<file path="config.mk">
export PLATFORM = sky130hd
export DESIGN_NAME = divclk_period_monitor_flat
export DESIGN_NICKNAME = d
export VERILOG_FILES = /design/src/rtl/divclk_period_monitor_if.sv /design/src/rtl/divclk_period_monitor.sv /design/src/flat_wrapper.sv
export SDC_FILE = /design/constraint.sdc
export NUM_CORES = 1
export LEC_CHECK = 0
export ABC_CLOCK_PERIOD_IN_PS = 2200
export BUFFER_PORTS_ARGS = -buffer_cell sky130_fd_sc_hd__buf_2
export CAP_MARGIN = 20
export CORE_AREA = 5 5 93 60
export CTS_CLUSTER_DIAMETER = 100
export DETAILED_ROUTE_END_ITERATION = 8
export DIE_AREA = 0 0 98 65
export GPL_TIMING_DRIVEN = 0
export PLACE_DENSITY_LB_ADDON = 0.12
export SETUP_SLACK_MARGIN = 0.2
export SLEW_MARGIN = 0
export SYNTH_ARGS = -nofsm -noshare
export SYNTH_HDL_FRONTEND = slang
export SYNTH_SLANG_ARGS = --single-unit
</file>
<file path="constraint.sdc">
create_clock -name i_clk -period 2.2 [get_ports i_clk]
set_input_delay 0.11 -clock i_clk [delete_from_list [all_inputs] [get_ports i_clk]]
set_output_delay 0.11 -clock i_clk [all_outputs]
set_load 0.05 [all_outputs]
</file>
<file path="src/rtl/divclk_period_monitor_if.sv">
// Interface bundling the measured-signal inputs and the monitor's status outputs.
//   master : drives en/din, observes results (testbench or upstream BIST controller)
//   slave  : the monitor itself
// Signals:
//   en          measurement enable
//   din         divided toggle signal under test
//   half_period last measured half-period (CNT_W bits)
//   meas_valid  one-cycle pulse when half_period updates
//   locked      run of in-tolerance measurements reached
//   err         sticky loss-of-lock indicator
//   ovf         sticky counter-saturation indicator
interface divclk_period_monitor_if #(
    parameter int CNT_W = 16
);
    logic             en;
    logic             din;
    logic [CNT_W-1:0] half_period;
    logic             meas_valid;
    logic             locked;
    logic             err;
    logic             ovf;

    modport master (output en, din,
                    input  half_period, meas_valid, locked, err, ovf);
    modport slave  (input  en, din,
                    output half_period, meas_valid, locked, err, ovf);
endinterface

</file>
<file path="src/rtl/divclk_period_monitor.sv">
// divclk_period_monitor
// Measures every half-period (both edges) of a slow toggle signal in i_clk
// cycles and declares lock after LOCK_CNT consecutive measurements within
// EXP_HALF +/- TOL. Loss of lock (mismatch or saturation) sets a sticky err;
// counter saturation sets a sticky ovf. Both clear only on reset.
// Ports:
//   i_clk  sole clock, rising edge
//   reset  synchronous, active-high, clears all state
//   bus    divclk_period_monitor_if.slave (en, din in; half_period,
//          meas_valid, locked, err, ovf out; all outputs registered)
// Build option:
//   DIVMON_SYNC_EN  when defined, din passes a 2-flop synchronizer before edge
//                   detection (all din-relative latencies grow by 2 cycles).
module divclk_period_monitor #(
    parameter int CNT_W    = 16,
    parameter int EXP_HALF = 4,
    parameter int TOL      = 0,
    parameter int LOCK_CNT = 4
) (
    input  logic                    i_clk,
    input  logic                    reset,
    divclk_period_monitor_if.slave  bus
);
    localparam int MC_W = $clog2(LOCK_CNT + 1);
    localparam int LO   = (EXP_HALF > TOL) ? EXP_HALF - TOL : 0;
    localparam int HI   = EXP_HALF + TOL;
    // One extra bit so the tolerance window never wraps around.
    localparam logic [CNT_W:0]  LO_V   = (CNT_W+1)'(LO);
    localparam logic [CNT_W:0]  HI_V   = (CNT_W+1)'(HI);
    localparam logic [MC_W-1:0] LOCK_V = MC_W'(LOCK_CNT);

    typedef enum logic [1:0] {IDLE, ARM, MEASURE, LOCKED} state_t;

    state_t           state, state_n;
    logic [CNT_W-1:0] cnt, cnt_n, hp_q, hp_n;
    logic [MC_W-1:0]  match_cnt, mc_n, mc_inc;
    logic             mv_q, mv_n, lk_q, lk_n, err_q, err_n, ovf_q, ovf_n;
    logic             din_s, d_q, tgl, cnt_sat, match;

`ifdef DIVMON_SYNC_EN
    logic [1:0] sync_q;
    always_ff @(posedge i_clk) begin
        if (reset) sync_q <= '0;
        else       sync_q <= {sync_q[0], bus.din};
    end
    assign din_s = sync_q[1];
`else
    assign din_s = bus.din;
`endif

    assign tgl     = din_s ^ d_q;
    assign cnt_sat = (cnt == {CNT_W{1'b1}});
    assign match   = ({1'b0, cnt} >= LO_V) && ({1'b0, cnt} <= HI_V);
    assign mc_inc  = match_cnt + MC_W'(1);

    always_ff @(posedge i_clk) begin
        if (reset) begin
            state     <= IDLE;
            cnt       <= '0;
            match_cnt <= '0;
            d_q       <= 1'b0;
            hp_q      <= '0;
            mv_q      <= 1'b0;
            lk_q      <= 1'b0;
            err_q     <= 1'b0;
            ovf_q     <= 1'b0;
        end else begin
            state     <= state_n;
            cnt       <= cnt_n;
            match_cnt <= mc_n;
            d_q       <= din_s;     // tracks din in every state, so re-enable sees no stale edge
            hp_q      <= hp_n;
            mv_q      <= mv_n;
            lk_q      <= lk_n;
            err_q     <= err_n;
            ovf_q     <= ovf_n;
        end
    end

    always_comb begin
        state_n = state;
        cnt_n   = cnt;
        mc_n    = match_cnt;
        hp_n    = hp_q;
        mv_n    = 1'b0;
        lk_n    = lk_q;
        err_n   = err_q;
        ovf_n   = ovf_q;
        if (!bus.en) begin
            state_n = IDLE;
            cnt_n   = '0;
            mc_n    = '0;
            lk_n    = 1'b0;
        end else begin
            // Edge restarts at 1 so a half-period of H cycles reads back as H.
            cnt_n = tgl ? CNT_W'(1) : (cnt_sat ? cnt : cnt + CNT_W'(1));
            case (state)
                IDLE: begin
                    state_n = ARM;
                    cnt_n   = '0;
                    mc_n    = '0;
                end
                ARM: begin
                    // First edge only establishes phase; nothing to measure yet.
                    if (tgl) state_n = MEASURE;
                end
                MEASURE, LOCKED: begin
                    if (tgl) begin
                        hp_n = cnt;
                        mv_n = 1'b1;
                        if (match) begin
                            if (state == MEASURE) begin
                                mc_n = mc_inc;
                                if (mc_inc == LOCK_V) begin
                                    state_n = LOCKED;
                                    lk_n    = 1'b1;
                                end
                            end
                        end else begin
                            mc_n = '0;
                            if (state == LOCKED) begin
                                err_n   = 1'b1;
                                lk_n    = 1'b0;
                                state_n = MEASURE;
                            end
                        end
                    end else if (cnt_sat) begin
                        // Edge takes priority over saturation (handled above).
                        ovf_n   = 1'b1;
                        lk_n    = 1'b0;
                        mc_n    = '0;
                        state_n = ARM;
                        if (state == LOCKED) err_n = 1'b1;
                    end
                end
                default: state_n = IDLE;
            endcase
        end
    end

    assign bus.half_period = hp_q;
    assign bus.meas_valid  = mv_q;
    assign bus.locked      = lk_q;
    assign bus.err         = err_q;
    assign bus.ovf         = ovf_q;
endmodule
</file>
<file path="src/flat_wrapper.sv">
// flat-port wrapper written by rule: the top's interface ports become plain ports
module divclk_period_monitor_flat 
#(
    parameter int CNT_W    = 16,
    parameter int EXP_HALF = 4,
    parameter int TOL      = 0,
    parameter int LOCK_CNT = 4
)
  (i_clk, reset, bus_en, bus_din, bus_half_period, bus_meas_valid, bus_locked, bus_err, bus_ovf);
  divclk_period_monitor_if #(.CNT_W(CNT_W)) bus_i ();
  input  logic i_clk;
  input  logic reset;
  input wire logic [$bits(bus_i.en)-1:0] bus_en;
  input wire logic [$bits(bus_i.din)-1:0] bus_din;
  output wire logic [$bits(bus_i.half_period)-1:0] bus_half_period;
  output wire logic [$bits(bus_i.meas_valid)-1:0] bus_meas_valid;
  output wire logic [$bits(bus_i.locked)-1:0] bus_locked;
  output wire logic [$bits(bus_i.err)-1:0] bus_err;
  output wire logic [$bits(bus_i.ovf)-1:0] bus_ovf;
  assign bus_i.en = bus_en;
  assign bus_i.din = bus_din;
  assign bus_half_period = bus_i.half_period;
  assign bus_meas_valid = bus_i.meas_valid;
  assign bus_locked = bus_i.locked;
  assign bus_err = bus_i.err;
  assign bus_ovf = bus_i.ovf;
  divclk_period_monitor #(.CNT_W(CNT_W), .EXP_HALF(EXP_HALF), .TOL(TOL), .LOCK_CNT(LOCK_CNT)) u_core (.i_clk(i_clk), .reset(reset), .bus(bus_i));
endmodule
</file>
# Word level (Yosys, flattened, before mapping)
# Cells that the tools add are included.
dict set report classes {
  n_addsub 2
  n_lt_le_gt_ge 2
  eq_ne 15
  mux 26
  n_bitwise 4
  n_reduce_logical 15
}
# op count
set op_table {}
lappend op_table {{$add 16x1->16 const B} 1}
lappend op_table {{$eq 16x16->1 const B} 1}
lappend op_table {{$ge 16x3->1 const B} 1}
lappend op_table {{$le 16x3->1 const B} 1}
lappend op_table {{$mux 2} 7}
lappend op_table {{$mux 1} 13}
lappend op_table {{$mux 3} 4}
lappend op_table {{$ne 4x4->1 const B} 3}
lappend op_table {{$reduce_and 5->1} 2}
lappend op_table {{$ne 3x3->1 const B} 3}
lappend op_table {{$reduce_and 4->1} 2}
lappend op_table {{$pmux 2 s3} 1}
lappend op_table {{$pmux 3 s2} 1}
lappend op_table {{$reduce_and 3->1} 2}
lappend op_table {{$reduce_or 3->1} 2}
lappend op_table {{$eq 2x2->1 const B} 2}
lappend op_table {{$ne 2x1->1 const B} 2}
lappend op_table {{$reduce_bool 2->1} 2}
lappend op_table {{$reduce_or 2->1} 2}
lappend op_table {{$reduce_or 4->1} 1}
lappend op_table {{$add 3x1->3 const B} 1}
lappend op_table {{$eq 3x3->1 const B} 1}
lappend op_table {{$ne 3x1->1 const B} 1}
lappend op_table {{$not 1->1} 3}
lappend op_table {{other kinds (5)} 5}
dict set report totals {
  regBits 42
  input_bits 4
}

# Longest topological paths before layout
# Gate-level depths: netlist (run 1).
dict set report logic_depth {
  depth_word 7
  ltp_mapped 8
}

# Worst setup path before layout (run 1)
# Ideal clock, no wire load.
dict set report synth_timing {
  kind {reg2reg}
  start {register u_core.cnt[0]}
  end {register u_core.cnt[7]}
  arrival_ps 1658
  t_required_ps 2072
  slack_ps 414
  path_stages_with_launch 9
  path_buffers 2
  period_less_slack_ps 1786
  cell_sequence {dfxtp_1 ha_1 and2_1 buf_4 and4_1 buf_4 a2111oi_2 xnor2_1 nor2_1}
}
dict set report synth_via {
  elab_chain_cells 1
}
# element line_no
set synth_rtl {}
lappend synth_rtl {{start, declared} divclk_period_monitor.sv:35} ;# logic [CNT_W-1:0] cnt, cnt_n, hp_q, hp_n;
lappend synth_rtl {{start signal, assigned} divclk_period_monitor.sv:69} ;# cnt <= cnt_n;
lappend synth_rtl {{$add 16x1->16 / $eq 16x16->1 (equally long branches)} {divclk_period_monitor.sv:96, divclk_period_monitor.sv:52}}
# Several ways; a longest one is shown, not always the timed one.
# A chain may end at the register's enable or synchronous reset.

# Worst setup path in the final report (run 1)
dict set report layout_timing {
  start {register u_core.d_q}
  end {register u_core.cnt[3]}
}
dict set report layout_via {
  elab_chain_cells 2
}
# element line_no
set layout_rtl {}
lappend layout_rtl {{start, declared} divclk_period_monitor.sv:38} ;# logic din_s, d_q, tgl, cnt_sat, match;
lappend layout_rtl {{start signal, assigned} divclk_period_monitor.sv:71} ;# d_q <= din_s;
lappend layout_rtl {{$xor 1x1->1} divclk_period_monitor.sv:51} ;# assign tgl = din_s ^ d_q;
lappend layout_rtl {{$reduce_or 4->1 (no source line)} --}
# Every way passes these cells.

==> results.ini, run 1 <==
[outcome]
run_status=finished, final reports clean

[synth]
seq_area_frac_synth=0.438
netlist_area_um2=1920
synthFlopType=dfxtp_1
yosysWarningCount=0
ys_ff_latch=42
syn_inst=225
synth_edf_count=0
syn_area_per_cell_um2=8.53
ys_types=39
syn_nets=233
async_flop_share=0

[sta]
rsz0062_at_grt=true
fin_skew_ns=0.00499
period_minus_slack_ns=1.96
slew_headroom=0.510
fmax_ghz=0.511
tightest_slew_ns=0.729
fin_crit_sh=0.889
tns_ns=0
finalMaxSlewViolations=0
setup_violations=0
hold_viol=0

[power]
power_density_nw_per_um2=622
p_leak_nw=0.803
vdd_ir_drop_max_mv=0.246

[clocking]
cts_root_buf=clkbuf_8
htreeDepth=2
clk_pin_slew_ns=0.08
cts_hold_buffers=0
numCtsBuffers=5
tritoncts=built
clock-sinks=42
worstSkewPairLatency_ns=0.29
cts_buffer_depth=2

[die]
floorplan.die.height_um=65
ios=24
coreArea_um2=4780
die_w_um=98
rows=20
start_util=0.402
dieArea_um2=6370

[final_layout]
final_cells=326
nets=267
antenna_cells=0
final_area_um2=2310
fin_util=0.484
drive_gt1_frac=0.223
syn_to_final_growth_pct=20.5
final_common_cell=nand2_1
fill_cells=478
layout_common_cells=nand2_1, dfxtp_1, buf_2

[placement]
dp_hpwl_mm=3.22
dp.cells=314
portBuffers=23
placed_area_um2=2120
gp_congestion=0.815

[grt]
grt-ovfl-total=0
use_met1=0.223
grtUsageMet2=0.177
track_usage=0.145
grt_pass1_vias=1444
gr-usage-met3=0.0430
grt_busiest_layer=met1
grt_max_degree=14
antenna_found_initial=0
grt_pass1_wl_mm=7.29

[setup_path]
slowest_delay_ns=0.61
crit_path_top_delay_cell=xnor2_1
cp-start-kind=flip-flop
path_class=flip-flop to flip-flop
path_cells=xnor2_1, o211ai_1, clkbuf_1, nor2_1
required_ns=2.43
cp-end-kind=flip-flop
crit_fanout=10
arrival_ns=2.19

[route]
wl_mm=4.47
avgRoutedWirePerCell_um=13.7
dr_total_vias=1675
drtIter0Drc=158
drc=0
drtPass1Iterations=4
drtAntennaViolNets=0
viasPerCell=5.14

[flow_run]
cap_violations=0

[hold_path]
hold_path_class=input pin to flip-flop

## worst max-delay path: cells and delay by family (launching register included)
kind,cells,cell delay [ns]
and+or+nand+nor,1,0.17
DFF,1,0.35
AOI/OAI and AO/OA,1,0.42
buffers and inverters,1,0.34
xor gates and xnor gates,1,0.61
## per-layer routing
metal | part of all wire | routed length [µm]
met1 | 0.55 | 2450
met2 | 0.36 | 1630
met3 | 0.072 | 320
met4 | 0.016 | 70
met5 | 0 | 0
## layout make-up
class | instances | area, µm² | share of cell area
multi-input combinational | 164 | 1040 | 0.448
sequential | 42 | 846 | 0.366
timing repair buffer | 27 | 149 | 0.0644
tap | 66 | 82.6 | 0.0357
clock buffer | 6 | 72.6 | 0.0314
buffer | 12 | 62.6 | 0.0270
clock inverter | 2 | 37.5 | 0.0162
inverter | 7 | 26.3 | 0.0114
## report_power, final
part,leakage (nW),internal (W),switching (W)
clock,0.0514,0.000339,0.000269
combinational,0.411,0.0000209,0.0000458
sequential,0.340,0.000762,0.00000242
total,0.803,0.00112,0.000317
## Yosys cell counts (all sizes together), types with 4 or more instances
library cell / count / area, µm²
ha: 4 / 50.1
a2111oi: 4 / 60.1
a211oi: 8 / 60.1
o21ai: 6 / 30.0
a21oi: 24 / 124
buf: 4 / 25.0
xnor2: 13 / 114
nand3: 8 / 40.0
inv: 7 / 26.3
clkbuf: 8 / 30.0
nor3: 6 / 41.3
nand2: 43 / 161
dfxtp: 42 / 841
nor2: 18 / 70.1
## state kept, by name, summed over array words and instances (netlist names)
name,cells
u_core.cnt,16
u_core.bus.half_period,16
u_core.match_cnt,3
u_core.bus.err,1
u_core.d_q,1
u_core.bus.ovf,1
u_core.state,2
u_core.bus.meas_valid,1
u_core.bus.locked,1
## metrics by stage
step                setup WS [ns]  power (W)  hold WS (ns)
floorplan                   0.414   0.000817         0.238
global placement            0.206   0.000835         0.376
detailed placement          0.181   0.000835         0.387
CTS                         0.236    0.00144        0.0776
global route                0.106    0.00149         0.117
finish                      0.245    0.00144        0.0973
## logic make-up (layout without fill, tap and decap cells)
kind of cell	count (synthesis)	in the layout	share of synthesized area
simple gates	94	94	0.242
compound gates	51	51	0.183
flops	42	42	0.438
buf+inv	19	54	0.0424
xor+xnor	15	15	0.0685
fa+ha+maj	4	4	0.0261
## final timing paths
| kind | slack (ns) | to | depth (start not counted) | from |
|---|---|---|---|---|
| max | 0.24 | u_core.cnt[3] | 4 | u_core.d_q |
| min | 0.1 | u_core.d_q | 2 | bus_din |
| max reg2reg | 0.24 | u_core.cnt[3] | 4 | u_core.d_q |
| min reg2reg | 0.45 | u_core.bus.half_period[2] | 2 | u_core.bus.half_period[2] |
## repair_timing
item / in CTS / in global routing
pin swaps: 0 / 4
endpoints found under the setup margin: 2 / 18
buffers inserted: 0 / 4
gates resized for setup: 1 / 14
(Power assumes the default switching activity.)
==> run 2: changes to the inputs <==
--- a/config.mk
+++ b/config.mk
@@ -5,13 +5,15 @@
 export SDC_FILE = /design/constraint.sdc
 export NUM_CORES = 1
 export LEC_CHECK = 0
-export ABC_CLOCK_PERIOD_IN_PS = 2200
+export ABC_CLOCK_PERIOD_IN_PS = 2000
 export BUFFER_PORTS_ARGS = -buffer_cell sky130_fd_sc_hd__buf_2
 export CAP_MARGIN = 20
-export CORE_AREA = 5 5 93 60
+export CELL_PAD_IN_SITES_DETAIL_PLACEMENT = 0
+export CELL_PAD_IN_SITES_GLOBAL_PLACEMENT = 1
+export CORE_AREA = 5 5 94 61
 export CTS_CLUSTER_DIAMETER = 100
 export DETAILED_ROUTE_END_ITERATION = 8
-export DIE_AREA = 0 0 98 65
+export DIE_AREA = 0 0 99 66
 export GPL_TIMING_DRIVEN = 0
 export PLACE_DENSITY_LB_ADDON = 0.12
 export SETUP_SLACK_MARGIN = 0.2
==> constraint.sdc (replaced) <==
create_clock -name i_clk -period 2 [get_ports i_clk]
set_input_delay 0.1 -clock i_clk [delete_from_list [all_inputs] [get_ports i_clk]]
set_output_delay 0.1 -clock i_clk [all_outputs]
set_load 0.05 [all_outputs]
==> results.ini, run 2 (synthesized netlist as in run 1, its figures left out) <==
[outcome]
run_status=finished, final reports clean

[final_layout]
nets=273  ; +2.2%
layout_common_cells=nand2_1, dfxtp_1, buf_2
drive_gt1_frac=0.312  ; +0.0890
final_common_cell=nand2_1
fin_util=0.514  ; +0.0300
final_cells=332  ; +1.8%
antenna_cells=0  ; unchanged
syn_to_final_growth_pct=29.3

[sta]
hold_ws_ns=0.132  ; +0.0348 ns
fmax_ghz=0.555  ; +8.5%
fin_crit_sh=0.901  ; +0.0121
fin_skew_ns=0.00869  ; +0.00369 ns
setup_ws_ns=0.198  ; -0.0465 ns
tightest_slew_ns=0.553  ; -0.176 ns
hold_viol=0  ; unchanged
setup_violations=0  ; unchanged
finalMaxSlewViolations=0  ; unchanged
period_minus_slack_ns=1.80  ; -0.154 ns
slew_headroom=0.631  ; +0.121
rsz0062_at_grt=true

[setup_path]
path_cells=buf_4, inv_1, ha_1, nor4b_4, nand4_1, buf_6, a2111o_1, a21oi_2, a211oi_1
path_buf_inv=3  ; +2
path_class=flip-flop to flip-flop
crit_fanout=4  ; -6
cp_top_family=compound AO/OA/AOI/OAI gates
required_ns=2.16  ; -0.27 ns
arrival_ns=1.96  ; -0.23 ns
slowest_delay_ns=0.34  ; -0.27 ns
crit_path_top_delay_cell=dfxtp_2
cp-end-kind=flip-flop
cp-start-kind=flip-flop

[power]
p_leak_nw=0.867  ; +7.9%
vdd_ir_drop_max_mv=0.387  ; +58%
p_total_w=0.00160  ; +11%
power_density_nw_per_um2=643  ; +3.3%

[clocking]
cts_hold_buffers=0  ; unchanged
cts_buffer_depth=2  ; unchanged
worstSkewPairLatency_ns=0.30  ; about the same
numCtsBuffers=5  ; unchanged
htreeDepth=2  ; unchanged
cts_root_buf=clkbuf_8
clock-sinks=42  ; unchanged
clk_pin_slew_ns=0.08  ; about the same
tritoncts=built

[die]
coreArea_um2=4830  ; +1.0%
dieArea_um2=6530  ; +2.6%
die_w_um=99  ; +1.0%
rows=20  ; unchanged
floorplan.die.height_um=66  ; +1.5%
ios=24  ; unchanged
start_util=0.397  ; -0.00416

[grt]
antenna_found_initial=0  ; unchanged
grt_pass1_vias=1510  ; +4.6%
grt_pass1_wl_mm=8.09  ; +11%
grt_max_degree=14  ; unchanged
grt-ovfl-total=0  ; unchanged
track_usage=0.157  ; +0.0127

[placement]
dp.cells=314  ; unchanged
gp_congestion=0.814  ; -0.15%
post-place-ws_ns=-0.00135  ; -0.182 ns
dp_hpwl_mm=3.44  ; +6.8%
portBuffers=23  ; unchanged

[route]
drtAntennaViolNets=0  ; unchanged
drtIter0Drc=83  ; -47%
drtPass1Iterations=4  ; unchanged
drc=0  ; unchanged
dr_total_vias=1684  ; +0.54%
viasPerCell=5.07  ; -1.3%
wl_mm=4.81  ; +7.6%
avgRoutedWirePerCell_um=14.5  ; +5.7%

[flow_run]
cap_violations=0  ; unchanged

[hold_path]
hold_path_class=input pin to flip-flop

-- run 2: layer usage --
metal	wire [µm]	GRT usage
met5	0	0
met3	294	0.0390
met1	2750	0.261
met4	48	0.0511
met2	1710	0.183
-- run 2: through the flow --
stage	TNS [ns]	cell area [µm²]
6_report	0	2480
3_5_place_dp	-0.00135	2120
4_1_cts	0	2340
3_3_place_gp	-0.0801	2120
5_1_grt	0	2480
2_1_floorplan	0	1920
-- run 2: repair_timing --
item	CTS	global route
pin swaps	6	9
endpoints found under the setup margin	30	31
cloned	0	0
resized for setup	19	26
buffers inserted	5	5
-- run 2: area by class of cell --
cell class                      count  area [µm²]
Timing Repair Buffer               33         194
Clock buffer                        6        72.6
Fill cell                         487        2350
Buffer                             12        71.3
Multi-Input combinational cell    164        1150
Tap cell                           66        82.6
Inverter                            7        26.3
Clock inverter                      2        37.5
Sequential cell                    42         850
-- run 2: report_power, final --
group          leakage, nW  switching [W]  total [W]  internal [W]
registers            0.342     0.00000385   0.000843      0.000839
logic                0.473      0.0000552  0.0000819     0.0000267
clock network       0.0514       0.000298   0.000670      0.000373
-- run 2: worst paths after layout --
kind / startpoint / to / slack [ns] / cells past startpoint
max: u_core.cnt[1] / u_core.state[0] / 0.20 / 9
min: bus_din / u_core.d_q / 0.13 / 2
max reg2reg: u_core.cnt[1] / u_core.state[0] / 0.20 / 9
min reg2reg: u_core.bus.half_period[14] / u_core.bus.half_period[14] / 0.45 / 2
